===== src/rtl/ex_iter_divider.sv =====
// rtl/ex_iter_divider.sv - iterative restoring radix-2 divider, UNROLL quotient bits per cycle
module ex_iter_divider #(
    parameter int WIDTH  = 32,
    parameter int UNROLL = 1,
    parameter int TAG_W  = 5
) (
    input  logic             clk,
    input  logic             resetn,
    input  logic             flush,
    input  logic             in_valid,
    output logic             in_ready,
    input  logic             in_signed,
    input  logic [WIDTH-1:0] in_dividend,
    input  logic [WIDTH-1:0] in_divisor,
    input  logic [TAG_W-1:0] in_tag,
    output logic             out_valid,
    input  logic             out_ready,
    output logic [WIDTH-1:0] out_quot,
    output logic [WIDTH-1:0] out_rem,
    output logic [TAG_W-1:0] out_tag,
    output logic             out_dbz,
    output logic             busy
);
    localparam int N     = WIDTH / UNROLL;
    localparam int CNT_W = $clog2(N + 1);

    typedef enum logic [1:0] {S_IDLE, S_ITER, S_DONE} state_t;

    state_t             r_state;
    logic [CNT_W-1:0]   r_cnt;
    logic [WIDTH-1:0]   r_dvs;
    logic [WIDTH-1:0]   r_rem;
    logic [WIDTH-1:0]   r_quo;
    logic [TAG_W-1:0]   r_tag;
    logic               r_sign_q;
    logic               r_sign_r;
    logic               r_dbz;

    logic               w_accept;
    logic               w_dvs_zero;
    logic               w_dvd_neg;
    logic               w_dvs_neg;
    logic [WIDTH-1:0]   w_dvd_abs;
    logic [WIDTH-1:0]   w_dvs_abs;
    logic [WIDTH-1:0]   w_rem_nx;
    logic [WIDTH-1:0]   w_quo_nx;

    assign in_ready   = ~flush & ((r_state == S_IDLE) | ((r_state == S_DONE) & out_ready));
    assign w_accept   = in_valid & in_ready;
    assign w_dvs_zero = (in_divisor == '0);
    assign w_dvd_neg  = in_signed & in_dividend[WIDTH-1];
    assign w_dvs_neg  = in_signed & in_divisor[WIDTH-1];
    // Negating MIN yields MIN again, which read unsigned is exactly 2^(WIDTH-1).
    assign w_dvd_abs  = w_dvd_neg ? -in_dividend : in_dividend;
    assign w_dvs_abs  = w_dvs_neg ? -in_divisor  : in_divisor;

    always_comb begin
        logic [WIDTH:0] v_sh;
        w_rem_nx = r_rem;
        w_quo_nx = r_quo;
        v_sh     = '0;
        for (int k = 0; k < UNROLL; k++) begin
            v_sh = {w_rem_nx, w_quo_nx[WIDTH-1]};
            if (v_sh >= {1'b0, r_dvs}) begin
                v_sh     = v_sh - {1'b0, r_dvs};
                w_quo_nx = {w_quo_nx[WIDTH-2:0], 1'b1};
            end else begin
                w_quo_nx = {w_quo_nx[WIDTH-2:0], 1'b0};
            end
            w_rem_nx = v_sh[WIDTH-1:0];
        end
    end

    always_ff @(posedge clk or negedge resetn) begin
        if (!resetn) begin
            r_state  <= S_IDLE;
            r_cnt    <= '0;
            r_dvs    <= '0;
            r_rem    <= '0;
            r_quo    <= '0;
            r_tag    <= '0;
            r_sign_q <= 1'b0;
            r_sign_r <= 1'b0;
            r_dbz    <= 1'b0;
        end else if (flush) begin
            r_state <= S_IDLE;
        end else if (w_accept) begin
            r_tag <= in_tag;
            r_cnt <= CNT_W'(N);
            r_dvs <= w_dvs_abs;
            if (w_dvs_zero) begin
                r_state  <= S_DONE;
                r_dbz    <= 1'b1;
                r_quo    <= '1;
                r_rem    <= in_dividend;
                r_sign_q <= 1'b0;
                r_sign_r <= 1'b0;
            end else begin
                r_state  <= S_ITER;
                r_dbz    <= 1'b0;
                r_quo    <= w_dvd_abs;
                r_rem    <= '0;
                r_sign_q <= w_dvd_neg ^ w_dvs_neg;
                r_sign_r <= w_dvd_neg;
            end
        end else begin
            case (r_state)
                S_ITER: begin
                    r_rem <= w_rem_nx;
                    r_quo <= w_quo_nx;
                    r_cnt <= r_cnt - CNT_W'(1);
                    if (r_cnt == CNT_W'(1)) r_state <= S_DONE;
                end
                S_DONE: if (out_ready) r_state <= S_IDLE;
                default: r_state <= S_IDLE;
            endcase
        end
    end

    assign out_valid = (r_state == S_DONE);
    assign busy      = (r_state != S_IDLE);
    assign out_quot  = r_sign_q ? -r_quo : r_quo;
    assign out_rem   = r_sign_r ? -r_rem : r_rem;
    assign out_tag   = r_tag;
    assign out_dbz   = r_dbz;
endmodule


===== config.mk =====
export PLATFORM = sky130hd
export DESIGN_NAME = ex_iter_divider
export DESIGN_NICKNAME = d
export VERILOG_FILES = /design/src/rtl/ex_iter_divider.sv
export SDC_FILE = /design/constraint.sdc
export NUM_CORES = 1
export LEC_CHECK = 0
export BUFFER_PORTS_ARGS = -buffer_cell sky130_fd_sc_hd__buf_2
export CAP_MARGIN = 15
export CORE_MARGIN = 2
export CORE_UTILIZATION = 55
export CTS_CLUSTER_DIAMETER = 40
export DETAILED_ROUTE_END_ITERATION = 7
export GPL_TIMING_DRIVEN = 0
export PLACE_DENSITY = 0.83
export REMOVE_ABC_BUFFERS = 1
export SLEW_MARGIN = 5
export SYNTH_ARGS = -nofsm -noshare
export SYNTH_HDL_FRONTEND = slang
export SYNTH_SLANG_ARGS = --single-unit

===== constraint.sdc =====
create_clock -name clk -period 8.3 [get_ports clk]
set_clock_uncertainty 0.15 [all_clocks]
set_input_delay 0.415 -clock clk [delete_from_list [all_inputs] [get_ports clk]]
set_output_delay 0.415 -clock clk [all_outputs]
set_load 0.01 [all_outputs]

* Word level (Yosys, flattened, before mapping)
Index checks and enable logic that the tools add are counted.
** Operators by class
- $add $sub $neg :: 6
- Order comparisons :: 1
- Eq/ne operators :: 5
- Multiplexer cells :: 23
- Bitwise logic cells :: 8
- Reduce and logical (&&, ||, !) cells :: 7
** Operator list (count)
- 32-bit two-way mux :: 11
- 32-bit negation :: 4
- 33-bit by 32-bit >= comparator with 1-bit output :: 1
- 32-bit zero test :: 1
- 32-bit subtractor :: 1
- 6-bit two-way mux :: 2
- 2-bit two-way mux :: 5
- 6-bit by 1-bit equality test with 1-bit output, second input constant :: 1
- 2-bit AND reduction :: 3
- 6-bit by 1-bit subtractor with 6-bit output, second input constant :: 1
- 1-bit AND :: 5
- 1-bit two-way mux :: 4
- 4-bit by 2-bit != test with 1-bit output, second input constant :: 1
- 4-bit != test, second input constant :: 1
- 2-bit one-hot mux with 2 select lines :: 1
- 2-bit nonzero test :: 2
- 2-bit by 1-bit equality test with 1-bit output, second input constant :: 1
- 2-bit equality test, second input constant :: 1
- 2-bit zero test :: 1
- 1-bit NOT :: 1
- 1-bit OR :: 1
- 1-bit XOR :: 1
** Word-level totals
- Flip-flop bits (word level) :: 112
- Bits of input ports :: 75
- Output and inout bits :: 73
- Logic and storage cells :: 59

* Longest topological paths before layout
- Word-level depth :: 7
- Depth in mapped cells :: 12
- Depth with buffers taken out :: 12

* Least setup slack after synthesis
Ideal clock, no wire load.
- Kind :: register to output
- Start :: register r_quo[9]
- End :: output port out_quot[28]
- Data arrival time :: 3.255 ns
- Path slack :: 4.480 ns
- Stages on the path, launching flop included :: 9
- Path through :: dfrtp_1 -> or3_4 -> or4_4 -> or3_4 -> or4_4 -> or4_1 -> or4_4 -> o31ai_4 -> xnor2_1
** Between the ends
- Longest elaborated chain between the ends :: 2
** Ends and longest elaborated chain
- start: declaration :: line 33 : logic [WIDTH-1:0] r_quo;
- start signal: assignment :: line 101 : r_quo <= w_dvd_abs;
- start signal: assignment :: line 110 : r_quo <= w_quo_nx;
- 32-bit negation :: line 122 : assign out_quot = r_sign_q ? -r_quo : r_quo;
- 32-bit two-way mux :: line 122
- end: declaration :: line 18 : output logic [WIDTH-1:0] out_quot,
Every way passes these cells.

* Worst setup path in the final report
- Start :: register r_quo[8]
- End :: output port out_quot[28]
Same word-level chain as after synthesis.

==> results.sh <==
export IMPL_hold_violations=0
export IMPL_r2r_end="r_rem[24]"
export IMPL_drc=0
export IMPL_async_flop_share=1.000
export IMPL_slew_headroom=0.1879
export IMPL_synthCells=1243
export IMPL_cp_arrival_ns=3.84
export IMPL_postPlaceCellArea_sq_um=10510
export IMPL_grt_total_usage=0.2868
export IMPL_fillers=1558
export IMPL_hpwl_um=20330
export IMPL_synth_simple_area_share=0.2169
export IMPL_synth_main_ff_cell="dfrtp_1"
export IMPL_tns_ns=0
export IMPL_cap_viol_max_count=0
export IMPL_met3_usage=0.02125
export IMPL_grt_start_max_net_pins=76
export IMPL_synth_compound_area_share=0.2308
export IMPL_r2r_cells=9
export IMPL_rrSetupSlack_ns=4.45
export IMPL_busiest_layer="met2"
export IMPL_drive_above_1_share=0.1406
export IMPL_synthXorXnorAreaFrac=0.1355
export IMPL_peakVddDrop_uv=157.0
export IMPL_syn2layout_area_growth_pct=13.07
export IMPL_min_from="in_tag[2]"
export IMPL_first_iter_violations=979
export IMPL_hp_class="in2reg"
export IMPL_use_met1=0.4276
export IMPL_tightest_slew_ns=1.218
export IMPL_holdPathStages=3
export IMPL_path_cells="or3_4 -> or4_4 -> or3_4 -> or4_4 -> or4_1 -> or4_4 -> o31ai_4 -> xnor2_1 -> buf_2"
export IMPL_clk_latency_ns=0.37
export IMPL_synth_top_family_by_area="compound AO/OA/AOI/OAI gates"
export IMPL_vias=9442
export IMPL_grt_pass1_wl_um=42620
export IMPL_crit_path_max_fanout=5
export IMPL_leakage_nw=4.795
export IMPL_core_sq_um=17180
export IMPL_ys_types=59
export IMPL_cts_root_buffer="clkbuf_16"
export IMPL_netlist_area_leader_share=0.2931
export IMPL_yosys_area_share_adder=0.05181
export IMPL_antenna_found_initial=0
export IMPL_cts_inserted_buffers=9
export IMPL_num_antenna_cells=0
export IMPL_muxShareOfSynthArea=0.02002
export IMPL_grt_pass1_vias=8259
export IMPL_ys_ff_latch=112
export IMPL_slew_violations=0
export IMPL_overflow=0
export IMPL_final_net_count=1454
export IMPL_max_stage_delay_ns=0.47
export IMPL_status="finished clean"
export IMPL_drt_total_wl_um=26520
export IMPL_pin_count=148
export IMPL_hold_end="out_tag[2]"
export IMPL_clock_sinks=112
export IMPL_holdWs_ns=0.08544
export IMPL_crit_path_frequent_cell="or4_4"
export IMPL_p_per_area_nw_per_um2=349.1
export IMPL_synthTopCellsByCount="186 x nand2_1, 115 x xnor2_1, 112 x dfrtp_1"
export IMPL_cts_tree="yes"
export IMPL_setup_ws_ns=3.898
export IMPL_worstSetupPathType="reg2out"
export IMPL_vias_per_cell=6.018
export IMPL_cts_resized=0
export IMPL_synth_edf_count=0
export IMPL_ant_nets=0
export IMPL_place_ws_ns=4.274
export IMPL_clkTransAtPathRegs_ns=0.07
export IMPL_avgSynthCellArea_sq_um=7.693
export IMPL_cts_max_level=3
export IMPL_ys_seq_area_frac=0.2931
export IMPL_ys_warn_count=0
export IMPL_wl_per_cell_um=16.90
export IMPL_yosys_area_top_type="dfrtp_1"
export IMPL_dieArea_sq_um=18460
export IMPL_rr_startpoint="r_rem[25]"
export IMPL_cp_slowest_cell="or4_4"
export IMPL_portBuffers=147
export IMPL_worstPathRequired_ns=7.74
export IMPL_synthesis_area_sq_um=9563
export IMPL_synth_most_common_cell="nand2_1"
export IMPL_period_needed_ns=4.402
export IMPL_rows=48
export IMPL_gp_congestion=0.9098
export IMPL_use_met2=0.4357
export IMPL_die_width_um=135.9
export IMPL_clock_path_buffers=2
export IMPL_setup_viol=0
export IMPL_finalCritPeriodShare=0.5304
export IMPL_initial_core_util=0.5567
export IMPL_fp_dieH_um=135.9
export IMPL_fmax_mhz=227.2
export IMPL_fin_area_sq_um=10810
export IMPL_cp_end_kind="output port"
export IMPL_rsz0062_at_grt="false"
export IMPL_worst_setup_path_start_kind="register"
export IMPL_synth_area_leaders="dfrtp_1 29%, xnor2_1 11%, nand2_1 7.3%, o21ai_0 5.4%, ha_1 5.0%"
export IMPL_drt_pass1_iterations=7
==> stage by stage <==
stage	total power [W]	cells	utilization
4_1_cts	0.003742	1569	0.6295
6_report	0.003775	1569	0.6295
5_1_grt	0.004069	1569	0.6295
3_3_place_gp	0.003244	1544	0.6000
2_1_floorplan	0.002605	1172	-
3_5_place_dp	0.003286	1553	0.6117
==> layout by cell type, fill, tap and decap left out, types with 20 or more instances in the layout <==
cell / synthesis / final
a21o_1: 20 / 20
a21oi_1: 89 / 89
a31oi_1: 38 / 38
buf_2: 0 / 147
dfrtp_1: 112 / 112
ha_1: 38 / 38
inv_1: 59 / 59
nand2_1: 186 / 184
nand3_1: 33 / 33
nor2_1: 65 / 64
nor3_1: 54 / 52
o21ai_0: 104 / 104
o31ai_1: 34 / 34
xnor2_1: 115 / 115
xor2_1: 33 / 33
==> area by class of cell <==
| cell class | count | area [sq um] | area share |
|---|---|---|---|
| multi-input cells | 1001 | 6295 | 0.5822 |
| flip-flops and latches | 112 | 2803 | 0.2592 |
| repair buffers | 157 | 917.1 | 0.08482 |
| well taps | 225 | 281.5 | 0.02604 |
| clock buffers | 11 | 242.7 | 0.02245 |
| inverters | 59 | 221.5 | 0.02048 |
| clock inverters | 4 | 52.55 | 0.004860 |
==> power by group <==
group / total [W] / internal (W) / switching, W / leakage [nW]
Sequential: 0.00102 / 0.000723 / 0.000296 / 1.37
Clock: 0.000450 / 0.000242 / 0.000208 / 0.146
Combinational: 0.00231 / 0.000985 / 0.00132 / 3.28
Total: 0.00378 / 0.00195 / 0.00182 / 4.79
==> per-layer routing <==
layer	routed length (um)	vias to the layer above
li1	-	4644
met1	12230	4357
met2	11710	392
met3	1836	49
met4	746	0
met5	0	-
==> worst max-delay path by stage <==
| stage | from | to | slack, ns | cells after the start |
|---|---|---|---|---|
| floorplan | in_divisor[14] | r_rem[26] | 3.43 | 8 |
| global placement | in_divisor[14] | r_rem[28] | 0.86 | 9 |
| detailed placement | r_quo[8] | out_quot[28] | 4.27 | 9 |
| CTS | r_quo[8] | out_quot[28] | 3.88 | 9 |
| global route | r_quo[8] | out_quot[28] | 3.73 | 9 |
| finish | r_quo[8] | out_quot[28] | 3.90 | 9 |
==> registers in the layout (all words and copies together), names as in the netlist <==
name and cells:
r_dvs 32, r_sign_q 1, r_sign_r 1, r_cnt 6, r_quo 32, r_rem 32
out_dbz 1, r_state 2, out_tag 5
==> logic make-up after synthesis <==
group	count (synthesis)
flip-flops	112
AO/OA/AOI/OAI	358
AND/OR/NAND/NOR	437
XOR/XNOR	148
multiplexers	19
buffers and inverters	130
adder cells (fa/ha/maj)	39
==> critical path: cells and delay by family, from the launching register on <==
family	cells	cell delay (ns)
buf+inv	1	0.14
xor+xnor	1	0.13
flops	1	0.44
simple gates	6	2.57
compound gates	1	0.19
==> repair_timing <==
item / in CTS / in global routing
hold buffers: 1 / 0
setup endpoints to repair: 0 / 0
setup buffers: 0 / 0
endpoints found under the hold margin: 45 / 0
(Power assumes the default switching activity.)
